[src/rtl/mem_port_arbiter.sv]
// mem_port_arbiter: shares one single-port memory between fetch and data ports
// with a fixed-latency IDLE/ACCESS/RESP handshake and tie-break fairness.
module mem_port_arbiter #(
   parameter int ADDR_W  = 6,
   parameter int DATA_W  = 64,
   parameter int INSTR_W = 32,
   parameter int MEM_LAT = 1
) (
   input  logic               clk,
   input  logic               reset,
   input  logic               if_req,
   input  logic [ADDR_W-1:0]  if_addr,
   output logic               if_ready,
   output logic [INSTR_W-1:0] if_rdata,
   input  logic               dm_req,
   input  logic               dm_we,
   input  logic [ADDR_W-1:0]  dm_addr,
   input  logic [DATA_W-1:0]  dm_wdata,
   output logic               dm_ready,
   output logic [DATA_W-1:0]  dm_rdata,
   output logic [ADDR_W-1:0]  mem_addr,
   output logic               mem_we,
   output logic [DATA_W-1:0]  mem_wdata,
   input  logic [DATA_W-1:0]  mem_rdata,
   output logic               stall_if
);
   localparam int CNT_W = MEM_LAT > 1 ? $clog2(MEM_LAT) : 1;
   typedef enum logic [1:0] {IDLE, ACCESS, RESP} state_t;
   state_t             state_q, state_d;
   logic [CNT_W-1:0]   cnt_q, cnt_d;
   logic               dm_q, dm_d, last_dm_q, last_dm_d, we_q, we_d;
   logic [ADDR_W-1:0]  addr_q, addr_d;
   logic [DATA_W-1:0]  wdata_q, wdata_d, dm_rdata_q, dm_rdata_d;
   logic [INSTR_W-1:0] if_rdata_q, if_rdata_d;
   logic               last_acc;
   always_comb begin
      state_d    = state_q;
      cnt_d      = cnt_q;
      dm_d       = dm_q;
      last_dm_d  = last_dm_q;
      we_d       = we_q;
      addr_d     = addr_q;
      wdata_d    = wdata_q;
      dm_rdata_d = dm_rdata_q;
      if_rdata_d = if_rdata_q;
      last_acc   = state_q == ACCESS && cnt_q == CNT_W'(MEM_LAT - 1);
      case (state_q)
         IDLE: if (if_req | dm_req) begin
            // on a tie the data port wins unless it was the last one served
            dm_d    = dm_req & (~if_req | ~last_dm_q);
            addr_d  = dm_d ? dm_addr : if_addr;
            we_d    = dm_d & dm_we;
            wdata_d = dm_d ? dm_wdata : '0;
            cnt_d   = '0;
            state_d = ACCESS;
         end
         ACCESS: begin
            cnt_d = cnt_q + 1'b1;
            if (last_acc) begin
               state_d    = RESP;
               dm_rdata_d = dm_q & ~we_q ? mem_rdata : dm_rdata_q;
               if_rdata_d = dm_q ? if_rdata_q : mem_rdata[INSTR_W-1:0];
            end
         end
         RESP: begin
            last_dm_d = dm_q;
            state_d   = IDLE;
         end
         default: state_d = IDLE;
      endcase
   end
   always_ff @(posedge clk) begin
      if (reset) begin
         state_q    <= IDLE;
         cnt_q      <= '0;
         dm_q       <= 1'b0;
         last_dm_q  <= 1'b0;
         we_q       <= 1'b0;
         addr_q     <= '0;
         wdata_q    <= '0;
         dm_rdata_q <= '0;
         if_rdata_q <= '0;
      end else begin
         state_q    <= state_d;
         cnt_q      <= cnt_d;
         dm_q       <= dm_d;
         last_dm_q  <= last_dm_d;
         we_q       <= we_d;
         addr_q     <= addr_d;
         wdata_q    <= wdata_d;
         dm_rdata_q <= dm_rdata_d;
         if_rdata_q <= if_rdata_d;
      end
   end
   assign mem_addr  = state_q == ACCESS ? addr_q : '0;
   assign mem_wdata = state_q == ACCESS ? wdata_q : '0;
   assign mem_we    = state_q == ACCESS && we_q && cnt_q == '0;
   assign if_ready  = state_q == RESP && !dm_q;
   assign dm_ready  = state_q == RESP && dm_q;
   assign if_rdata  = if_rdata_q;
   assign dm_rdata  = dm_rdata_q;
   assign stall_if  = if_req & ~if_ready;
endmodule

[config.mk]
export PLATFORM = sky130hd
export DESIGN_NAME = mem_port_arbiter
export DESIGN_NICKNAME = d
export VERILOG_FILES = /design/src/rtl/mem_port_arbiter.sv
export SDC_FILE = /design/constraint.sdc
export NUM_CORES = 1
export LEC_CHECK = 0
export BUFFER_PORTS_ARGS = -buffer_cell sky130_fd_sc_hd__buf_2
export CAP_MARGIN = 20
export CORE_MARGIN = 8
export CORE_UTILIZATION = 40
export CTS_CLUSTER_DIAMETER = 50
export DETAILED_ROUTE_END_ITERATION = 7
export PLACE_DENSITY = 0.78
export SYNTH_ARGS = -nofsm -noshare
export SYNTH_HDL_FRONTEND = slang
export SYNTH_SLANG_ARGS = --single-unit
[constraint.sdc]
create_clock -name clk -period 2.15 [get_ports clk]
set_clock_uncertainty 0.2 [all_clocks]
set_input_delay 0.1075 -clock clk [delete_from_list [all_inputs] [get_ports clk]]
set_output_delay 0.1075 -clock clk [all_outputs]
set_load 0.1 [all_outputs]
## Yosys cells after proc, flatten, opt, wreduce, memory -nomap -nowiden

Cells that the tools add are included.
W data, S select, Z words.

| cells by class | value |
|---|---|
| add/subtract/negate cells | 1 |
| equal/unequal tests | 4 |
| multiplexer cells | 9 |
| bitwise operators | 12 |
| reduce and logical (&&, ||, !) cells | 13 |

Operators by type and width:

| operator | count |
|---|---|
| $mux W64 | 2 |
| $mux W6 | 2 |
| $not A1 Y1 | 6 |
| $reduce_and A2 Y1 | 3 |
| $reduce_and A3 Y1 | 2 |
| $logic_and A1 B1 Y1 | 5 |
| $and A1 B1 Y1 | 4 |
| $mux W2 | 2 |
| $ne A2 B2 Y1 const B | 2 |
| $pmux W2 S2 | 1 |
| $eq A2 B1 Y1 const B | 1 |
| $eq A2 B2 Y1 const B | 1 |
| $logic_not A2 Y1 | 1 |
| $or A1 B1 Y1 | 2 |
| $pmux W1 S2 | 1 |
| $reduce_bool A2 Y1 | 1 |
| $add A1 B1 Y1 const B | 1 |
| $logic_not A1 Y1 | 1 |
| $mux W1 | 1 |

| storage, ports and cells | value |
|---|---|
| register bits after elaboration | 172 |
| input port bits | 145 |
| output and inout bits | 170 |
| word-level logic and storage cells | 48 |

## Longest topological paths before layout

Gate-level depths: netlist of the first run.

| logic depth | value |
|---|---|
| depth in word-level cells | 4 |
| mapped depth | 6 |
| mapped depth without buffers | 3 |

## Least setup slack after synthesis of the first run

OpenSTA, ideal clock, no wires.

| timing path | value |
|---|---|
| path kind | reg2out |
| from | register state_q[0] |
| to | output port stall_if |
| arrival time | 2.810 ns |
| required time | 1.842 ns |
| slack | -0.967 ns |
| stages on the path, launching flop included | 5 |
| buffers on the path | 1 |
| cell sequence | dfxtp_1 buf_4 nand2b_1 nor2_1 nor2b_1 |

| on the way | value |
|---|---|
| word-level cells in the longest chain between the ends | 4 |

RTL lines:

| item | line | RTL |
|---|---|---|
| from (decl) | 29 | `state_t state_q, state_d;` |
| from (signal assigned) | 84 | `state_q <= state_d;` |
| $eq A2 B2 Y1 | 98 | `assign if_ready = state_q == RESP && !dm_q;` |
| $logic_and A1 B1 Y1 | 98 |  |
| named net if_ready | 13 | `output logic if_ready,` |
| $not A1 Y1 | 102 | `assign stall_if = if_req & ~if_ready;` |
| $and A1 B1 Y1 | 102 |  |
| to (decl) | 25 | `output logic stall_if` |

The timed path passes the listed nets, and every way through them passes these cells.

## Worst setup path in the final report of the first run

| timing path | value |
|---|---|
| from | register state_q[0] |
| to | output port mem_wdata[26] |

| on the way | value |
|---|---|
| word-level cells in the longest chain between the ends | 2 |

RTL lines:

| item | line | RTL |
|---|---|---|
| $eq A2 B1 Y1 | 96 | `assign mem_wdata = state_q == ACCESS ? wdata_q : '0;` |
| $mux W64 | 96 |  |
| to (decl) | 23 | `output logic [DATA_W-1:0] mem_wdata,` |

No other way between the ends.

==> impl_metrics.json, run 1 <==
{
  "layout_min_cycle_time_ps": 2030,
  "setup_viol": 0,
  "first_pass_iters": 5,
  "ir_worst_vdd_mv": 0.542,
  "syn_area_um2": 7030,
  "ios": 315,
  "drv_slew": 0,
  "drc": 0,
  "avgSynthCellArea_um2": 9.95,
  "wl_um": 25500,
  "async_reset_ff_share_pct": 0,
  "cap_violations": 0,
  "end_kind": "output port",
  "antenna_found_initial": 4,
  "die-area_um2": 22100,
  "drive_above_1_share_pct": 32.2,
  "grt_first_pass_wirelength_um": 39800,
  "status": "finished clean",
  "finalSetupTns_ps": 0,
  "hp-start": "dm_wdata[52]",
  "areaGrowthSynthToFinish_pct": 68.8,
  "drt_iter0_drc": 249,
  "numCtsBuffers": 17,
  "via_count": 6840,
  "maxSlewHeadroom_pct": 64.5,
  "synth_top_cell_area_share_pct": 49.0,
  "initial_utilization_pct": 40.8,
  "synth_common_cells": "dfxtp_1, nand2b_1, nand2_1, and2_1, a22o_1",
  "num_rows": 48,
  "grt_pass1_vias": 7335,
  "dpl_worst_slack_ps": 371,
  "syn_nets": 852,
  "clk_pin_slew_ps": 70,
  "synth_largest_area_cell": "dfxtp_1",
  "io_buffers": 314,
  "coreArea_um2": 17200,
  "ys_seq_area_share_pct": 49.0,
  "synth.area.top_cells": "dfxtp_1, nand2b_1, mux2i_1, a22o_1, and2_1",
  "clkLatencyLatePin_ps": 410,
  "power_leakage_nw": 5.13,
  "drtAntennaViolNets": 0,
  "die_y_um": 149,
  "r2r_cells": 6,
  "grt_max_degree": 124,
  "htreeDepth": 4,
  "fin_nets": 1289,
  "synth-seq-cells": 172,
  "post-synth-top-count-cell": "dfxtp_1",
  "min_path_type": "input pin to flip-flop",
  "worstHoldEndpoint": "wdata_q[52]$_SDFFE_PP0P_",
  "required_ps": 1840,
  "p_per_area_nw_per_um2": 755,
  "startpoint_type": "flip-flop",
  "tritoncts": "yes",
  "gp_congestion": 0.771,
  "rsz0062_at_grt": "no",
  "cts_root_buffer": "clkbuf_16",
  "fmax_mhz": 492,
  "path_max_fanout": 63,
  "wl_per_cell_um": 18.4,
  "clock-sinks": 172,
  "synthCells": 707,
  "gr-total-overflow": 0,
  "synth_edf_count": 0,
  "ys.flop_type": "dfxtp_1",
  "worstSetupPathType": "flip-flop to output port",
  "track_usage_pct": 22.6,
  "setup_ws_ps": 116,
  "ys.warnings.count": 0,
  "critPathArrivalTime_ps": 1730,
  "fin_crit_sh_pct": 94.6,
  "ff2ff_setup_slack_ps": 160,
  "hold_violations": 0,
  "cts_buffer_depth": 2,
  "n_fill_cell": 1183,
  "dp_hpwl_um": 16000,
  "r2r-start": "state_q[0]$_SDFFE_PP0P_",
  "die_w_um": 149,
  "whs_path_depth": 3,
  "yosysUniqueCellTypes": 30,
  "viasPerCell": 4.94,
  "r2r-end": "addr_q[3]$_SDFFE_PP0P_",
  "tightest_slew_ps": 536
}
repair_timing:
action,CTS,global route
buffers inserted,0,3
pin swaps,0,1
hold buffers,145,0
endpoints found under the setup margin,1,78
hold endpoints to repair,171,0
gates resized for setup,1,2
layout by cell type, fill, tap and decap left out, types with 14 or more instances in the layout:
master	n
dfxtp_1	171
nand2b_1	129
buf_12	76
a22o_1	65
and2_1	70
a21oi_1	40
dlygate4sd3_1	145
nand2_1	77
buf_2	241
clkbuf_16	17
mux2i_1	64
buf_4	14
layout make-up:
type,instances,area (um^2),area share [%]
clock buffers,19,443,3.73
repair buffers,476,4280,36.1
diodes,4,10.0,0.0843
multi-input cells,477,3230,27.2
well taps,225,282,2.37
clock inverters,13,180,1.52
flip-flops and latches,172,3440,29.0
worst max-delay path, cell delays in order (launching register included):
cell     delay [ps]
dfxtp_1         400
nor2b_4         220
buf_12          240
and2_1          240
buf_12          190
cell families (layout without fill, tap and decap cells):
logic type,after synthesis,after routing,share of synthesized area [%]
muxes,64,64,9.11
DFF,172,172,49.0
AOI/OAI and AO/OA,117,117,12.4
buffers and inverters,58,508,5.55
and+or+nand+nor,296,296,24.0
other,0,4,0
metal layers:
layer | global-route usage [%] | wire length (um) | vias to the layer above
li1 | - | - | 3257
met1 | 24.9 | 9890 | 3226
met2 | 37.6 | 12300 | 316
met3 | 9.02 | 2630 | 41
met4 | 10.0 | 639 | 0
met5 | 0 | 0 | -
power breakdown:
part,total (W),internal (W),leakage (nW),switching [W]
registers,0.00349,0.00337,1.40,0.000121
clock network,0.00327,0.00190,0.299,0.00137
logic,0.00221,0.000777,3.43,0.00143
sequential cells by signal, summed over array words and instances (netlist names):
register / flops
addr_q: 6
cnt_q: 1
state_q: 2
dm_rdata: 64
if_rdata: 32
wdata_q: 64
we_q: 1
dm_q: 1
last_dm_q: 1
per-stage QoR:
stage               cell area [um^2]  cells  hold WS, ps  power (W)  util (%)
floorplan                       7040    707         40.1    0.00494         -
global placement                9760   1202          123    0.00547      56.6
detailed placement              9760   1202          127    0.00550      56.6
CTS                            11800   1379          210    0.00899      68.7
global route                   11900   1386          237    0.00930      68.9
finish                         11900   1386          241    0.00897      68.9
how the worst max path moves through the flow:
stage / endpoint / start / slack, ps / cells after the start
global route: mem_wdata[56] / state_q[0]$_SDFFE_PP0P_ / 6 / 4
CTS: mem_wdata[56] / state_q[1]$_SDFFE_PP0P_ / 2 / 4
floorplan: mem_addr[0] / state_q[0]$_SDFFE_PP0P_ / 80 / 5
global placement: if_rdata[19]$_SDFFE_PP0P_ / state_q[1]$_SDFFE_PP0P_ / 410 / 4
detailed placement: if_rdata[21]$_SDFFE_PP0P_ / state_q[1]$_SDFFE_PP0P_ / 370 / 4
finish: mem_wdata[26] / state_q[0]$_SDFFE_PP0P_ / 120 / 4
Note: power is estimated with default switching activity, not from simulation.
==> run 2: changes to the inputs <==
--- a/config.mk
+++ b/config.mk
@@ -12,6 +12,8 @@
 export CTS_CLUSTER_DIAMETER = 50
 export DETAILED_ROUTE_END_ITERATION = 7
 export PLACE_DENSITY = 0.78
+export REMOVE_ABC_BUFFERS = 1
+export SLEW_MARGIN = 20
 export SYNTH_ARGS = -nofsm -noshare
 export SYNTH_HDL_FRONTEND = slang
 export SYNTH_SLANG_ARGS = --single-unit
==> run 2 against run 1 <==
  * Cell area is 0.58% lower
  * Combinational power hardly changed
  * Flip-flop and latch count stayed put
==> impl_metrics.json, run 2 (same netlist as run 1, synthesis figures left out) <==
{
  "status": "finished clean",
  "gp_congestion": 0.813,
  "final_cell_mix": "buf_2, dfxtp_1, dlygate4sd3_1, nand2b_1, buf_12",
  "clk_pin_slew_ps": 70,
  "grt_pass1_vias": 7267,
  "clock-sinks": 172,
  "maxSlewHeadroom_pct": 65.7,
  "required_ps": 1840,
  "crit_start": "state_q[0]$_SDFFE_PP0P_",
  "die_y_um": 149,
  "ir_worst_vdd_mv": 0.513,
  "cp_common_cell": "buf_12",
  "fin_nets": 1285,
  "drc": 0,
  "met3_usage_pct": 9.42,
  "clkLatencyLatePin_ps": 410,
  "fmax_mhz": 485,
  "ios": 315,
  "place_inst": 1201,
  "wl_per_cell_um": 19.3,
  "setup_viol": 0,
  "busiest_layer": "met2",
  "grt_use_met1_pct": 25.8,
  "track_usage_pct": 23.2,
  "drtAntennaViolNets": 0,
  "holdWs_ps": 242,
  "areaGrowthSynthToFinish_pct": 67.8,
  "layout_min_cycle_time_ps": 2060,
  "hold_violations": 0,
  "path_max_fanout": 37,
  "cts_buffer_depth": 2,
  "end_kind": "output port",
  "slowest_delay_ps": 370,
  "num_rows": 48,
  "cap_violations": 0,
  "drv_slew": 0,
  "critPathArrivalTime_ps": 1760,
  "slowest_stage": "dfxtp_1",
  "startpoint_type": "flip-flop",
  "numCtsBuffers": 17,
  "htreeDepth": 4,
  "wl_um": 26600,
  "io_buffers": 314,
  "postCtsSetupBuffers": 0,
  "worstSetupPathType": "flip-flop to output port",
  "gr-total-overflow": 0,
  "drive_above_1_share_pct": 31.9,
  "ff2ff_setup_slack_ps": 90,
  "drt_iter0_drc": 292,
  "dp_hpwl_um": 16000,
  "fin_crit_sh_pct": 96.0,
  "die_w_um": 149,
  "stdcell_count": 1382,
  "hp-start": "dm_wdata[59]",
  "tritoncts": "yes",
  "tightest_slew_ps": 517,
  "p_per_area_nw_per_um2": 730,
  "finalSetupTns_ps": 0,
  "grt_first_pass_wirelength_um": 40500,
  "cts_root_buffer": "clkbuf_16",
  "path_buf_inv": 2,
  "die-area_um2": 22100,
  "power_leakage_nw": 5.09,
  "via_count": 6936,
  "initial_utilization_pct": 40.8,
  "endpoint": "mem_wdata[20]",
  "viasPerCell": 5.02,
  "r2r_cells": 5,
  "final_common_cell": "buf_2",
  "cpLargestDelayFamily": "simple AND/OR/NAND/NOR gates",
  "r2r-end": "addr_q[0]$_SDFFE_PP0P_",
  "p_total_w": 0.00862,
  "min_path_type": "input pin to flip-flop",
  "r2r-start": "state_q[1]$_SDFFE_PP0P_",
  "grtUsageMet2_pct": 38.0,
  "coreArea_um2": 17200,
  "grt_max_degree": 74,
  "crit_chain": "nor2b_4 > buf_12 > and2_1 > buf_12",
  "antenna_found_initial": 5,
  "first_pass_iters": 6,
  "crit_cells": 4
}
-- run 2: cell count changes in the layout (fill, tap and decap cells not counted), moves of 2 or more --
cell       before  now
buf_4          14    8
bufinv_16       3    0
buf_12         76   78
clkinv_2        0    2
inv_6           3    5
-- run 2: area by class of cell --
class	count	area, um^2
fillers	1125	5430
repair buffers	472	4300
flip-flops and latches	172	3440
multi-input cells	477	3220
clock buffers	19	443
well taps	225	282
clock inverters	13	106
diodes	4	10.0
-- run 2: power by group --
group          switching (W)  total (W)  internal, W
clock                0.00137    0.00291      0.00154
sequential          0.000116    0.00349      0.00337
combinational        0.00145    0.00222     0.000776
-- run 2: metrics by stage --
step	setup slack, ps	instance area [um^2]	util (%)
6_report	87.0	11800	68.5
5_1_grt	-0.921	11800	68.5
3_3_place_gp	411	9770	56.7
3_5_place_dp	353	9770	56.7
4_1_cts	38.6	11800	68.2
2_1_floorplan	-2340	6640	-
-- run 2: how the worst min path moves through the flow --
stage	endpoint	slack, ps	cells past startpoint
after floorplan	dm_q$_SDFFE_PP0P_	-20	1
after global placement	wdata_q[13]$_SDFFE_PP0P_	120	2
after detailed placement	wdata_q[22]$_SDFFE_PP0P_	130	2
after CTS	wdata_q[22]$_SDFFE_PP0P_	210	3
after global routing	wdata_q[10]$_SDFFE_PP0P_	230	3
final	wdata_q[59]$_SDFFE_PP0P_	240	3
-- run 2: worst min-delay path: stages --
cell and delay [ps]:
dlygate4sd3_1 510, buf_2 100, a22o_1 110
-- run 2: timing repair --
item / in CTS / in global routing
hold buffers: 144 / 0
setup endpoints to repair: 0 / 9
resized for setup: 0 / 3
hold endpoints to repair: 172 / 0
-- run 2: routing by layer --
layer | wire [um] | vias to the layer above
met4 | 935 | 2
met5 | 12 | -
met1 | 10000 | 3246
met3 | 2990 | 65
met2 | 12700 | 377
li1 | - | 3246
==> run 3: changes to the inputs <==
--- a/config.mk
+++ b/config.mk
@@ -11,7 +11,9 @@
 export CORE_UTILIZATION = 40
 export CTS_CLUSTER_DIAMETER = 50
 export DETAILED_ROUTE_END_ITERATION = 7
+export MAX_ROUTING_LAYER = met4
 export PLACE_DENSITY = 0.78
+export RECOVER_POWER = 50
 export REMOVE_ABC_BUFFERS = 1
 export SLEW_MARGIN = 20
 export SYNTH_ARGS = -nofsm -noshare
==> run 3 against run 2 <==
  * Combinational power is essentially flat
  * Count of clock-buffer cells in the layout is the same
  * Power is essentially flat
  * Largest power group unchanged
  * Largest cell class unchanged
  * Highest routed layer is now met4
==> impl_metrics.json, run 3 (same netlist as run 1, synthesis figures left out) <==
{
  "crit_chain": "nor2b_4 > buf_12 > and2_1 > buf_12",
  "setup_viol": 0,
  "final_common_cell": "buf_2",
  "clk_pin_slew_ps": 70,
  "maxSlewHeadroom_pct": 65.8,
  "grt_max_degree": 74,
  "path_buf_inv": 2,
  "cap_violations": 0,
  "tightest_slew_ps": 517,
  "hold_violations": 0,
  "final_cell_mix": "buf_2, dfxtp_1, dlygate4sd3_1, nand2b_1, buf_12",
  "num_rows": 48,
  "slowest_delay_ps": 370,
  "via_count": 6923,
  "fin_crit_sh_pct": 96.1,
  "postCtsSetupBuffers": 0,
  "rsz0062_at_grt": "no",
  "end_kind": "output port",
  "drt_iter0_drc": 329,
  "min_path_type": "input pin to flip-flop",
  "drive_above_1_share_pct": 31.9,
  "areaGrowthSynthToFinish_pct": 67.9,
  "n_fill_cell": 1125,
  "p_per_area_nw_per_um2": 729,
  "viasPerCell": 5.01,
  "worstSetupPathType": "flip-flop to output port",
  "gr-total-overflow": 0,
  "fin_nets": 1285,
  "die_w_um": 149,
  "startpoint_type": "flip-flop",
  "ios": 315,
  "slowest_stage": "dfxtp_1",
  "required_ps": 1840,
  "power_leakage_nw": 5.09,
  "antenna_found_initial": 5,
  "ir_worst_vdd_mv": 0.515,
  "postLayoutCoreUtil_pct": 68.5,
  "grt_pass1_vias": 7308,
  "status": "finished clean",
  "grt_first_pass_wirelength_um": 40300,
  "tritoncts": "yes",
  "htreeDepth": 4,
  "wl_um": 26700,
  "cp_common_cell": "buf_12",
  "coreArea_um2": 17200,
  "cts_root_buffer": "clkbuf_16",
  "track_usage_pct": 23.8,
  "drv_slew": 0,
  "critPathArrivalTime_ps": 1760,
  "drtAntennaViolNets": 0,
  "die-area_um2": 22100,
  "die_y_um": 149,
  "drc": 0,
  "io_buffers": 314,
  "finalSetupTns_ps": 0,
  "clkLatencyLatePin_ps": 410,
  "gp_congestion": 0.822,
  "dp_hpwl_um": 16000,
  "clock-sinks": 172,
  "first_pass_iters": 6,
  "p_total_w": 0.00861,
  "cpLargestDelayFamily": "simple AND/OR/NAND/NOR gates",
  "initial_utilization_pct": 40.8,
  "fmax_mhz": 484,
  "numCtsBuffers": 17,
  "wl_per_cell_um": 19.3,
  "layout_min_cycle_time_ps": 2070,
  "path_max_fanout": 37,
  "cts_buffer_depth": 2
}
-- run 3: cell count changes in the layout (fill, tap and decap cells not counted), sizes merged --
cell   before  now
diode       4    5
-- run 3: power breakdown --
part,total (W),internal [W],switching [W]
Sequential,0.00349,0.00337,0.000116
Combinational,0.00222,0.000776,0.00145
Clock,0.00290,0.00154,0.00136
Total,0.00861,0.00569,0.00293
-- run 3: final timing paths --
path                          endpoint                 startpoint  slack [ps]  cells after the start
max                      mem_wdata[20]    state_q[0]$_SDFFE_PP0P_          80                      4
min           wdata_q[59]$_SDFFE_PP0P_               dm_wdata[59]         240                      3
max reg2reg     addr_q[0]$_SDFFE_PP0P_    state_q[1]$_SDFFE_PP0P_          90                      5
min reg2reg  if_rdata[28]$_SDFFE_PP0P_  if_rdata[28]$_SDFFE_PP0P_         250                      2
-- run 3: metal layers --
metal	part of all wire [%]	routed length, um	vias up	global-route usage, %
met5	0	0	-	-
met4	3.3	887	0	10.8
met3	10	2660	57	8.51
met2	48	12700	351	37.9
met1	39	10400	3260	26.3
li1	-	-	3255	-
-- run 3: timing repair --
action,in CTS,in global routing
hold endpoints to repair,172,0
resized for setup,0,3
hold buffers,144,0
endpoints found under the setup margin,0,9
-- run 3: worst register-to-register path, delay by kind of cell (launching register included) --
kind,cells,cell delay (ps)
simple gates,1,270
buf+inv,2,770
compound gates,2,440
flops,1,340
-- run 3: final cells by class --
| type | count | area [um^2] | area share, % |
|---|---|---|---|
| clock inverter | 13 | 106 | 0.901 |
| tap | 225 | 282 | 2.38 |
| multi-input combinational | 477 | 3220 | 27.3 |
| clock buffer | 19 | 443 | 3.75 |
| antenna | 5 | 12.5 | 0.106 |
| timing repair buffer | 472 | 4300 | 36.4 |
| sequential | 172 | 3440 | 29.2 |
-- run 3: stage by stage --
step                      setup slack, ps  std cells  area (um^2)  hold WS, ps
after floorplan                     -2340        649         6640        -23.4
after global placement                411       1201         9770          123
after detailed placement              353       1201         9770          126
after CTS                            38.6       1377        11800          212
after global routing                0.897       1383        11800          231
final                                83.2       1383        11800          240
